===== config.mk =====
export PLATFORM = sky130hd
export DESIGN_NAME = expr_stream_parser
export DESIGN_NICKNAME = d
export VERILOG_FILES = /design/src/rtl/expr_stream_parser.sv
export SDC_FILE = /design/constraint.sdc
export NUM_CORES = 1
export LEC_CHECK = 0
export CAP_MARGIN = 20
export CORE_UTILIZATION = 54
export CTS_BUF_LIST = sky130_fd_sc_hd__clkbuf_8
export DETAILED_ROUTE_END_ITERATION = 7
export PLACE_DENSITY = 0.79
export SLEW_MARGIN = 30
export SYNTH_ARGS = -nofsm -noshare
export SYNTH_HDL_FRONTEND = slang
export SYNTH_SLANG_ARGS = --single-unit

===== constraint.sdc =====
create_clock -name clk -period 5 [get_ports clk]
set_input_delay 1.5 -clock clk [delete_from_list [all_inputs] [get_ports clk]]
set_output_delay 1.5 -clock clk [all_outputs]
set_load 0.02 [all_outputs]

===== src/rtl/expr_stream_parser.sv =====
// Streaming parser for "<A><op><B><term>" decimal expressions arriving byte-wise
// from a UART receiver; delivers operands, operator and error status to the ALU.
module expr_stream_parser #(
    parameter int WIDTH      = 16,
    parameter int MAX_DIGITS = 5
) (
    input  logic             clk,
    input  logic             rst,
    input  logic [7:0]       rx_data,
    input  logic             rx_valid,
    output logic             rx_ready,
    output logic [WIDTH-1:0] a,
    output logic [WIDTH-1:0] b,
    output logic [2:0]       op,
    output logic             err,
    output logic [1:0]       err_code,
    output logic             out_valid,
    input  logic             out_ready
);

    // Handshakes: a byte transfers on a rising edge with rx_valid && rx_ready
    // (bytes offered while rx_ready=0 are lost); a result transfers on a rising
    // edge with out_valid && out_ready, and a/b/op/err/err_code stay frozen
    // while out_valid is high.

    localparam int CW = $clog2(MAX_DIGITS + 1);
    localparam logic [1:0] E_NONE = 2'b00;
    localparam logic [1:0] E_SYN  = 2'b01;
    localparam logic [1:0] E_OVF  = 2'b10;
    localparam logic [1:0] E_DZ   = 2'b11;
    localparam logic [WIDTH+3:0] TEN     = (WIDTH + 4)'(10);
    localparam logic [WIDTH+3:0] MAX_VAL = {4'b0000, {WIDTH{1'b1}}};
    localparam logic [CW-1:0]    CNT_MAX = CW'(MAX_DIGITS);
    localparam logic [CW-1:0]    CNT_ONE = CW'(1);

    typedef enum logic [1:0] {S_A, S_B, S_ERR, S_HOLD} state_t;

    state_t           state, state_nxt;
    logic [WIDTH-1:0] acc_a, acc_b, cur_acc;
    logic [CW-1:0]    cnt_a, cnt_b, cur_cnt;
    logic [2:0]       op_r, op_dec;
    logic [1:0]       pend_err, err_new, code_now;
    logic [WIDTH+3:0] acc_ext;
    logic             accept, is_digit, is_space, is_term, is_op, dig_ovf, div_op;
    logic             acc_we, op_we, err_set, out_load, clr;

    assign accept   = rx_valid && rx_ready;
    assign is_digit = (rx_data >= 8'h30) && (rx_data <= 8'h39);
    assign is_space = (rx_data == 8'h20);
    assign is_term  = (rx_data == 8'h3D) || (rx_data == 8'h0D);
    assign div_op   = (op_r == 3'b011) || (op_r == 3'b100);

    always_comb begin
        is_op  = 1'b1;
        op_dec = 3'b000;
        case (rx_data)
            8'h2B:   op_dec = 3'b000;
            8'h2D:   op_dec = 3'b001;
            8'h2A:   op_dec = 3'b010;
            8'h2F:   op_dec = 3'b011;
            8'h25:   op_dec = 3'b100;
            default: is_op  = 1'b0;
        endcase
    end

    // The candidate value is formed 4 bits wider so overflow past 2^WIDTH-1 is visible.
    assign cur_acc = (state == S_B) ? acc_b : acc_a;
    assign cur_cnt = (state == S_B) ? cnt_b : cnt_a;
    assign acc_ext = ({4'b0000, cur_acc} * TEN) + {{WIDTH{1'b0}}, rx_data[3:0]};
    assign dig_ovf = (cur_cnt == CNT_MAX) || (acc_ext > MAX_VAL);

    always_ff @(posedge clk or negedge rst) begin
        if (!rst) state <= S_A;
        else      state <= state_nxt;
    end

    always_comb begin
        state_nxt = state;
        acc_we    = 1'b0;
        op_we     = 1'b0;
        err_set   = 1'b0;
        err_new   = E_NONE;
        out_load  = 1'b0;
        clr       = 1'b0;
        case (state)
            S_A: if (accept && !is_space) begin
                if (is_digit) begin
                    if (dig_ovf) begin
                        err_set = 1'b1; err_new = E_OVF; state_nxt = S_ERR;
                    end else begin
                        acc_we = 1'b1;
                    end
                end else if (is_op) begin
                    if (cnt_a != '0) begin
                        op_we = 1'b1; state_nxt = S_B;
                    end else begin
                        err_set = 1'b1; err_new = E_SYN; state_nxt = S_ERR;
                    end
                end else if (is_term) begin
                    // An empty line is silently ignored.
                    if (cnt_a != '0) begin
                        err_set = 1'b1; err_new = E_SYN; state_nxt = S_HOLD; out_load = 1'b1;
                    end
                end else begin
                    err_set = 1'b1; err_new = E_SYN; state_nxt = S_ERR;
                end
            end
            S_B: if (accept && !is_space) begin
                if (is_digit) begin
                    if (dig_ovf) begin
                        err_set = 1'b1; err_new = E_OVF; state_nxt = S_ERR;
                    end else begin
                        acc_we = 1'b1;
                    end
                end else if (is_term) begin
                    state_nxt = S_HOLD;
                    out_load  = 1'b1;
                    if (cnt_b == '0) begin
                        err_set = 1'b1; err_new = E_SYN;
                    end else if (div_op && acc_b == '0) begin
                        err_set = 1'b1; err_new = E_DZ;
                    end
                end else begin
                    err_set = 1'b1; err_new = E_SYN; state_nxt = S_ERR;
                end
            end
            S_ERR: if (accept && is_term) begin
                state_nxt = S_HOLD;
                out_load  = 1'b1;
            end
            S_HOLD: if (out_ready) begin
                state_nxt = S_A;
                clr       = 1'b1;
            end
            default: state_nxt = S_A;
        endcase
    end

    always_comb begin
        rx_ready  = (state != S_HOLD);
        out_valid = (state == S_HOLD);
    end

    // The earliest recorded error takes precedence over one found at the terminator.
    assign code_now = (pend_err != E_NONE) ? pend_err : (err_set ? err_new : E_NONE);

    always_ff @(posedge clk or negedge rst) begin
        if (!rst) begin
            acc_a    <= '0;
            acc_b    <= '0;
            cnt_a    <= '0;
            cnt_b    <= '0;
            op_r     <= 3'b000;
            pend_err <= E_NONE;
            a        <= '0;
            b        <= '0;
            op       <= 3'b000;
            err      <= 1'b0;
            err_code <= E_NONE;
        end else begin
            if (clr) begin
                acc_a    <= '0;
                acc_b    <= '0;
                cnt_a    <= '0;
                cnt_b    <= '0;
                op_r     <= 3'b000;
                pend_err <= E_NONE;
            end else begin
                if (acc_we && state == S_A) begin
                    acc_a <= acc_ext[WIDTH-1:0];
                    cnt_a <= cnt_a + CNT_ONE;
                end
                if (acc_we && state == S_B) begin
                    acc_b <= acc_ext[WIDTH-1:0];
                    cnt_b <= cnt_b + CNT_ONE;
                end
                if (op_we) op_r <= op_dec;
                if (err_set && pend_err == E_NONE) pend_err <= err_new;
            end
            if (out_load) begin
                err      <= (code_now != E_NONE);
                err_code <= code_now;
                if (code_now == E_SYN || code_now == E_OVF) begin
                    a  <= '0;
                    b  <= '0;
                    op <= 3'b000;
                end else begin
                    a  <= acc_a;
                    b  <= acc_b;
                    op <= op_r;
                end
            end
        end
    end

endmodule


==> flow_metrics.py <==
metrics = {
    "routing": {
        "drt_wl_total_mm": 13.5,
        "drtIter0Drc": 244,
        "drcViolationCount": 0,
        "viasPerCell": 5.84,
        "num_vias": 4874,
        "drt-pass1-iter-count": 5,
        "ant_nets": 0,
        "wl_per_cell_um": 16.2,
    },
    "worst_hold_path": {
        "hp-class": "reg -> reg",
        "hold_start": "b[6]",
        "hold-path-cell-count": 2,
        "hold_path_end": "b[6]",
    },
    "sta": {
        "finalClockSkew_ns": 0.0102,
        "setup_viol": 0,
        "period_share_pct": 98.0,
        "slew_headroom_pct": 34.5,
        "worst_slew_pin_slew_ns": 0.982,
        "drv_slew": 0,
        "finalHoldViolCount": 0,
        "finalCriticalPeriod_ns": 4.90,
        "fmaxAchievable_ghz": 0.204,
        "fin_setup_tns_ns": 0,
        "setup_ws_ns": 0.102,
    },
    "worst_setup_path": {
        "crit_path_max_incr_delay_ns": 0.43,
        "worstSetupStartpointType": "register",
        "rrSetupSlack_ns": 0.10,
        "crit_slowest_cell": "a2111oi_2",
        "worst_ep_required_time_ns": 5.28,
        "crit_chain": "nor2b_4 > mux2i_1 > inv_1 > ha_1 > ha_2 > fa_2 > a211oi_2 > buf_4 > o211ai_1 > a2111oi_2 > nor3_2 > xor2_1 > or3_4 > and2_4 > a211o_1 > inv_1 > ha_4 > buf_12 > nand2b_1 > o21ai_0",
        "cp_common_cell": "inv_1",
        "crit_fanout": 18,
        "ff2ff_path_depth": 20,
        "setup.worst_path.class": "reg -> reg",
        "crit_path_end_kind": "register",
        "cp_data_arrival_time_ns": 5.18,
        "r2r-start": "state[1]",
        "r2r_end": "b[5]",
    },
    "layout": {
        "final_cell_mix": "nand2_1, dfrtp_1, o21ai_0, clkdlybuf4s50_1, nor2_1",
        "drive_above_1_share_pct": 10.8,
        "diodes": 0,
        "layout.nets": 734,
        "layout_commonest_cell": "nand2_1",
        "syn_to_final_growth_pct": 17.9,
    },
    "cts": {
        "insertion_delay_ns": 0.37,
        "clock-sinks": 83,
        "cts_made_buffers": 9,
        "cts_hold_repair.buffers": 0,
        "root_buffer": "clkbuf_8",
        "cts_max_path_buffers": 2,
        "htreeDepth": 3,
        "clkSlewWorstSetupHoldPaths_ns": 0.08,
        "cts_tree": "done",
    },
    "run_status": {
        "status": "complete, no violations",
    },
    "die": {
        "die_x_um": 103,
        "initial_utilization_pct": 56.0,
        "core_area_mm2": 0.00986,
        "dieArea_mm2": 0.0106,
        "row_count": 36,
        "num_io_pins": 52,
        "die_h_um": 103,
    },
    "job": {
        "drv_cap": 0,
    },
    "synth": {
        "synth_area_per_cell_um2": 8.52,
        "synthesis.area_mm2": 0.00552,
        "seq_area_frac_synth_pct": 37.6,
        "synth.area.top_cells": "dfrtp_1, o21ai_0, nand2_1",
        "mappedNetlistNets": 686,
        "ys_ff_latch": 83,
        "synth_top_area_share_pct": 37.6,
        "synth-main-ff-cell": "dfrtp_1",
        "yosysTopAreaCell": "dfrtp_1",
        "synth-edff-count": 0,
        "synthCells": 648,
        "ys_types": 59,
        "synthArstFlopShare_pct": 100,
        "yosysWarnings": 0,
    },
    "place": {
        "hpwlAfterDp_mm": 9.69,
        "io_buffers": 51,
        "dp_slack_ns": -0.0235,
        "gp_routability_congestion": 1.03,
    },
    "global_routing": {
        "grt_max_degree": 84,
        "grt.overflow.total": 0,
        "grt_pass1_vias": 4345,
        "track_usage_pct": 26.2,
        "grt_pass1_wl_mm": 21.3,
        "antenna_found_initial": 0,
    },
    "power_and_ir_drop": {
        "ir_drop_v": 0.000124,
        "power.density_mw_per_mm2": 273,
        "power_mw": 1.78,
        "p_leak_nw": 2.84,
    },
}
## logic make-up (layout without fill, tap and decap cells)
logic type | count (synthesis) | after routing | share of synthesized area, %
simple gates | 267 | 267 | 23.6
fa+ha+maj | 26 | 26 | 6.16
xor+xnor | 45 | 45 | 7.14
compound gates | 142 | 142 | 16.0
flops | 83 | 83 | 37.6
buf+inv | 55 | 108 | 4.01
mux | 30 | 30 | 5.48
## through the flow
step	cell area [um^2]	util (%)	hold slack, ns	std cells
6_report	6510	66.0	0.486	834
5_1_grt	6510	66.0	0.505	834
4_1_cts	6400	64.9	0.489	829
3_5_place_dp	6210	62.9	0.470	812
3_3_place_gp	6200	62.9	0.462	812
2_1_floorplan	5520	-	0.471	648
## Yosys cell counts (10+ instances only)
library cell  number
a21o_1            10
a21oi_1           18
clkbuf_1          24
dfrtp_1           83
ha_1              24
inv_1             19
mux2i_1           28
nand2_1           99
nand2b_1          43
nand3_1           23
nor2_1            48
nor3_1            12
o21ai_0           76
xnor2_1           29
xor2_1            16
## per-layer routing
metal	up-vias	GRT usage (%)	routed length, um
met5	-	0	0
met2	155	42.1	6430
met3	26	2.51	724
met1	2357	36.4	6060
li1	2336	-	-
met4	0	10.5	271
## cell type report
type | count | area (um^2)
clock buffer | 10 | 138
timing repair buffer | 73 | 727
multi-input combinational | 510 | 3290
fill | 772 | 3350
tap | 133 | 166
sequential | 83 | 2080
inverter | 19 | 71.3
clock inverter | 6 | 41.3
## worst max path at each step
stage	startpoint	to	slack (ns)	depth (start not counted)
final	state[1]	b[5]	0.10	20
after global routing	state[1]	a[4]	-0.06	21
after CTS	state[1]	a[2]	0.003	23
after detailed placement	state[1]	a[2]	-0.02	19
after global placement	state[1]	a[12]	0.14	22
after floorplan	state[0]	b[9]	0.11	22
## sequential cells by signal, summed over array words and instances (netlist names), 3 cells and up
name	flops
a	16
acc_a	16
acc_b	16
b	16
cnt_a	3
cnt_b	3
op	3
op_r	3
## timing repair
item                       CTS  global route
setup endpoints to repair   14            35
gates cloned                 0             1
buffers inserted             1             4
gates resized for setup      1            34
pin swaps                    1            10
## power breakdown
group          leakage, nW  switching, mW  internal, mW  total, mW
clock network       0.0960          0.254         0.194      0.447
registers             1.15         0.0353         0.701      0.736
logic                 1.59          0.335         0.261      0.596
## worst max-delay path, delay by kind of cell (launching register included)
kind                     cells  cell delay [ns]
multiplexers                 1             0.27
adder cells (fa/ha/maj)      4             1.15
AND/OR/NAND/NOR              5             1.01
AO/OA/AOI/OAI                5             1.26
buffers and inverters        4             0.50
XOR/XNOR                     1             0.18
flip-flops                   1             0.42
Note: power is estimated with default switching activity, not from simulation.
